===== config.mk =====
export PLATFORM = sky130hd
export DESIGN_NAME = mini_alu_16bit_arbiter
export DESIGN_NICKNAME = d
export VERILOG_FILES = /design/src/rtl/mini_alu_16bit_arbiter.sv
export SDC_FILE = /design/constraint.sdc
export NUM_CORES = 1
export LEC_CHECK = 0
export ABC_AREA = 1
export BUFFER_PORTS_ARGS = -buffer_cell sky130_fd_sc_hd__buf_2
export CORE_UTILIZATION = 50
export DETAILED_ROUTE_END_ITERATION = 6
export HOLD_SLACK_MARGIN = 0.15
export PLACE_DENSITY = 0.71
export SLEW_MARGIN = 20
export SYNTH_ARGS = -nofsm -noshare
export SYNTH_HDL_FRONTEND = slang
export SYNTH_SLANG_ARGS = --single-unit

===== constraint.sdc =====
create_clock -name clk -period 2.98 [get_ports clk]
set_input_delay 0.149 -clock clk [delete_from_list [all_inputs] [get_ports clk]]
set_output_delay 0.149 -clock clk [all_outputs]
set_load 0.01 [all_outputs]

===== src/rtl/mini_alu_16bit_arbiter.sv =====
// mini_alu_16bit_arbiter: round-robin sharing of one add/subtract datapath between two requesters
module mini_alu_16bit_arbiter #(
  parameter int DATA_WIDTH  = 16,
  parameter int EXEC_CYCLES = 1
) (
  input  logic                  clk,
  input  logic                  rst,
  input  logic                  req0_valid,
  output logic                  req0_ready,
  input  logic                  req0_op,
  input  logic [DATA_WIDTH-1:0] req0_data0,
  input  logic [DATA_WIDTH-1:0] req0_data1,
  input  logic                  req1_valid,
  output logic                  req1_ready,
  input  logic                  req1_op,
  input  logic [DATA_WIDTH-1:0] req1_data0,
  input  logic [DATA_WIDTH-1:0] req1_data1,
  output logic                  rsp_valid,
  input  logic                  rsp_ready,
  output logic                  rsp_id,
  output logic [DATA_WIDTH-1:0] rsp_result,
  output logic                  rsp_overflow,
  output logic                  rsp_ok,
  output logic                  busy
);
  typedef enum logic [1:0] {IDLE, EXEC, RESP} state_t;
  localparam logic [3:0] CNT_INIT = 4'(EXEC_CYCLES - 1);
  state_t                r_state;
  state_t                w_next;
  logic                  r_rr_ptr;
  logic [3:0]            r_cnt;
  logic                  r_op;
  logic                  r_id;
  logic [DATA_WIDTH-1:0] r_a;
  logic [DATA_WIDTH-1:0] r_b;
  logic                  r_rsp_id;
  logic [DATA_WIDTH-1:0] r_result;
  logic                  r_overflow;
  logic                  r_ok;
  logic                  w_grant0;
  logic                  w_grant1;
  logic                  w_accept;
  logic                  w_done;
  logic                  w_lt;
  logic [DATA_WIDTH:0]   w_sum;
  logic [DATA_WIDTH-1:0] w_res;
  // rr_ptr only breaks ties; a lone valid requester always wins
  assign w_grant0     = req0_valid & (~req1_valid | ~r_rr_ptr);
  assign w_grant1     = req1_valid & (~req0_valid | r_rr_ptr);
  assign req0_ready   = (r_state == IDLE) & w_grant0;
  assign req1_ready   = (r_state == IDLE) & w_grant1;
  assign w_accept     = req0_ready | req1_ready;
  assign w_done       = (r_state == EXEC) && (r_cnt == 4'd0);
  assign w_lt         = r_a < r_b;
  assign w_sum        = {1'b0, r_a} + {1'b0, r_b};
  assign w_res        = !r_op ? w_sum[DATA_WIDTH-1:0] : w_lt ? r_b - r_a : r_a - r_b;
  assign rsp_valid    = r_state == RESP;
  assign rsp_id       = r_rsp_id;
  assign rsp_result   = r_result;
  assign rsp_overflow = r_overflow;
  assign rsp_ok       = r_ok;
  assign busy         = r_state != IDLE;
  always_comb begin
    w_next = r_state;
    w_next = r_state == IDLE ? (w_accept ? EXEC : IDLE)
           : r_state == EXEC ? (r_cnt == 4'd0 ? RESP : EXEC)
           : (rsp_ready ? IDLE : RESP);
  end
  always_ff @(posedge clk or posedge rst) begin
    if (rst) begin
      r_state    <= IDLE;
      r_rr_ptr   <= 1'b0;
      r_cnt      <= 4'd0;
      r_op       <= 1'b0;
      r_id       <= 1'b0;
      r_a        <= '0;
      r_b        <= '0;
      r_rsp_id   <= 1'b0;
      r_result   <= '0;
      r_overflow <= 1'b0;
      r_ok       <= 1'b0;
    end else begin
      r_state <= w_next;
      if (w_accept) begin
        r_op  <= req1_ready ? req1_op : req0_op;
        r_a   <= req1_ready ? req1_data0 : req0_data0;
        r_b   <= req1_ready ? req1_data1 : req0_data1;
        r_id  <= req1_ready;
        r_cnt <= CNT_INIT;
      end
      if (r_state == EXEC && r_cnt != 4'd0) r_cnt <= r_cnt - 4'd1;
      if (w_done) begin
        r_result   <= w_res;
        r_overflow <= r_op ? w_lt : w_sum[DATA_WIDTH];
        r_ok       <= ~r_op | ~w_lt;
        r_rsp_id   <= r_id;
      end
      if (rsp_valid && rsp_ready) r_rr_ptr <= ~r_rsp_id;
    end
  end
endmodule


==> Flow_metrics.wiki <==
{| class="wikitable"
! Metric !! Value
|-
| Slew HR || 0.506
|-
| Count of buffers from port buffering || between 90 and 100
|-
| Clock latency at the later pin of the worst-skew pair || 0.35 ns
|-
| Critical Path AT || 2.78 ns
|-
| Clock Path Buffers || 2
|-
| Initial Utilization || 0.515
|-
| Average wire per standard cell || between 10 and 15 um
|-
| Setup repair bufs after CTS || 0
|-
| Area occupied by registers || 1500 um2
|-
| Startpoint of the lowest-slack hold path || req0_data1[3]
|-
| Data required, critical path || 3.23 ns
|-
| Achievable frequency || 395 MHz
|-
| Worst flop-to-flop path startpoint || r_a[7]
|-
| Placeable Area || roughly 11000 um2
|-
| Most instantiated flip-flop cell in the synthesis netlist || dfrtp_1
|-
| Clock tree from TritonCTS || done
|-
| RSZ-0062 raised after global routing || false
|-
| Router iterations before antenna repair || 5
|-
| Endpoints failing setup || 0
|-
| Final-report hold violation count || 0
|-
| Cell type with the highest occurrence count on the critical path || nand3_1
|-
| Category of the most critical setup path || reg2reg
|-
| Reg-to-reg critical path endpoint || rsp_result[15]
|-
| Hold Path Depth || 4
|-
| # IOs || 94
|-
| H-Tree Level Count || 3
|-
| Area growth syn-to-layout || 22.1%
|-
| Drt first-iter violations || around 320
|-
| Aggregate negative setup slack || 0 ns
|-
| Final Wtd Congestion || just over 0.9
|-
| Combined area of all synthesized cells || ~5600 um2
|-
| Via count of the first global-routing pass || 5242
|-
| Count of state elements after synthesis || 60
|-
| Worst path buffer plus inverter count || 2
|-
| Slew Viols, Final || 0
|-
| Worst reg-to-reg path cell count || 12
|-
| Detailed Route WL || between 15000 and 20000 um
|-
| Wire length of the first global-routing pass || 25300 um
|-
| Antenna Nets Post-Route || 0
|-
| CTS root buffer || clkbuf_8
|-
| Pin count of the biggest net entering global routing || 54
|-
| Via count || between 5000 and 6000
|-
| Sequential fraction of the synthesis area || 0.269
|-
| Final layout net count || about 1100
|-
| Critical Path Source Type || flip-flop
|-
| Number of synthesis warnings || 0
|-
| Overflow left after global routing || 0
|-
| Rows || 38
|-
| Endpoint of the worst hold path || r_b[3]
|-
| Largest fanout on the critical path || 11
|-
| Fill cell count || roughly 1100
|-
| Synth Instances || around 840
|-
| CP Capture Type || flip-flop
|-
| Resized Gates After CTS || 0
|-
| Transition time of the tightest slew-check pin || 0.740 ns
|-
| Min cycle time layout || about 2.5 ns
|-
| Mean instance size in the synthesized netlist || around 6.7 um2
|-
| Number of clock sinks || 60
|-
| Area used by multi-input combinational logic || 3380 um2
|-
| Number of distinct library cells after synthesis || 40
|-
| Ant diodes || 0
|-
| Category of cells accounting for the largest share of critical-path delay || compound AO/OA/AOI/OAI gates
|-
| Ordered list of cells on the worst path || inv_1, ha_1, nand2_4, inv_1, a21oi_1, nand2_2, a21oi_2, nand2_1, nand3_1, nand3_1, nand3_1, nand2_1
|-
| Status || complete, no violations
|-
| Class of the most critical hold timing path || in2reg
|-
| Die area || around 12000 um2
|-
| Slowest stage delay, CP || ~0.55 ns
|-
| Number of remaining DRC errors || 0
|-
| Total CTS buffers || 9
|-
| Max-capacitance violation count || 0
|-
| Horizontal die dimension || between 100 and 150 um
|-
| Fraction of synthesis flops using an asynchronous set or reset pin || 1.00
|-
| Reg clk slew, reported paths || around 0.07 ns
|-
| Slowest CP cell || a21oi_2
|-
| GRT Resource Usage Total || 0.281
|-
| Detailed placement HPWL || between 10000 and 15000 um
|-
| Final worst path period share || 0.849
|-
| Worst setup slack for register-to-register paths || between 0.4 and 0.5 ns
|-
| Vertical extent of the die || between 100 and 150 um
|-
| Post-detailed-route via-to-cell ratio || 5.09
|-
| Initial antenna violation count || 0
|-
| EDFF count, synth || 0
|-
| Fraction of final layout cells sized beyond drive strength 1 || 0.141
|-
| Synthesized Nets || ~970
|-
| Worst clock skew on the final layout || just over 0.007 ns
|}
## state kept, by name, indices dropped and copies added, names as in the netlist
name,count
r_a,16
r_b,16
r_cnt,4
r_id,1
r_op,1
r_rr_ptr,1
r_state,2
rsp_id,1
rsp_ok,1
rsp_overflow,1
rsp_result,16
## worst reg2reg max path, cell delays in order (launching register included)
cell and delay, ns:
dfrtp_1 0.39, inv_1 0.10, ha_1 0.46, nand2_4 0.14, inv_1 0.04, a21oi_1 0.18, nand2_2 0.12, a21oi_2 0.55
nand2_1 0.10, nand3_1 0.14, nand3_1 0.08, nand3_1 0.08, nand2_1 0.05
## worst max path at each step
stage                     slack [ns]  startpoint        endpoint  cells after the start
after floorplan                 0.95      r_a[0]   rsp_result[6]                     15
after global placement          0.60      r_a[3]  rsp_result[15]                     12
after detailed placement        0.53      r_a[7]  rsp_result[15]                     12
after CTS                       0.51      r_a[7]  rsp_result[15]                     12
after global routing            0.23      r_a[7]  rsp_result[15]                     13
final                           0.45      r_a[7]  rsp_result[15]                     12
## cells in the mapped netlist (6+ instances only)
library cell	number	area, um2
a21oi_1	47	235
a31oi_1	7	43.8
buf_4	10	75.1
clkbuf_1	9	33.8
dfrtp_1	60	1500
ha_1	54	676
inv_1	126	473
nand2_1	254	953
nand2_2	7	43.8
nand3_1	40	200
nand4_1	6	37.5
nor2_1	61	229
nor3_1	7	35.0
o21a_1	20	150
o21ai_0	44	220
o21ai_1	14	70.1
o22ai_1	13	81.3
xor2_1	15	131
## logic make-up (layout without fill, tap and decap cells)
group / after synthesis / in the layout / share of synthesized area
flip-flops: 60 / 60 / 0.269
XOR/XNOR: 17 / 17 / 0.0267
AO/OA/AOI/OAI: 155 / 155 / 0.159
buffers and inverters: 162 / 300 / 0.124
adder cells (fa/ha/maj): 57 / 57 / 0.132
AND/OR/NAND/NOR: 387 / 387 / 0.290
## metal layers
| layer | share of wire | vias to the layer above | global-route usage |
|---|---|---|---|
| li1 | - | 2910 | - |
| met1 | 0.48 | 2567 | 0.396 |
| met2 | 0.45 | 190 | 0.444 |
| met3 | 0.061 | 11 | 0.0484 |
| met4 | 0.011 | 0 | 0.0714 |
| met5 | 0 | - | 0 |
## metrics by stage
| step | utilization | hold WS (ns) | instance area, um2 | setup slack [ns] | std cells |
|---|---|---|---|---|---|
| final | 0.628 | 0.160 | 6810 | 0.449 | 1116 |
| after detailed placement | 0.560 | 0.323 | 6070 | 0.530 | 1047 |
| after floorplan | - | 0.245 | 5580 | 0.945 | 838 |
| after global placement | 0.560 | 0.318 | 6070 | 0.600 | 1047 |
| after global routing | 0.628 | 0.170 | 6810 | 0.231 | 1116 |
| after CTS | 0.628 | 0.154 | 6810 | 0.506 | 1116 |
## area by class of cell
class	instances	area share
clock buffer	9	0.0182
sequential	60	0.220
inverter	132	0.0727
clock inverter	7	0.0134
timing repair buffer	152	0.153
tap	140	0.0257
multi-input combinational	616	0.497
## placed cells by master, fill, tap and decap left out, types with 9 or more instances in the layout
cell type	n
xor2_1	15
nand2_1	254
clkbuf_8	9
dlygate4sd3_1	53
a21oi_1	47
nand3_1	40
o21ai_1	14
ha_1	54
inv_1	125
o21a_1	20
nor2_1	61
buf_2	93
dfrtp_1	60
o21ai_0	44
o22ai_1	13
## what timing repair did
action	CTS	global route
hold buffers	53	0
setup endpoints to repair	0	0
endpoints found under the hold margin	67	0
Power is left out: the tool's default activity adds up to more than one toggle a clock period on the data nets, which glitch-free logic cannot reach.
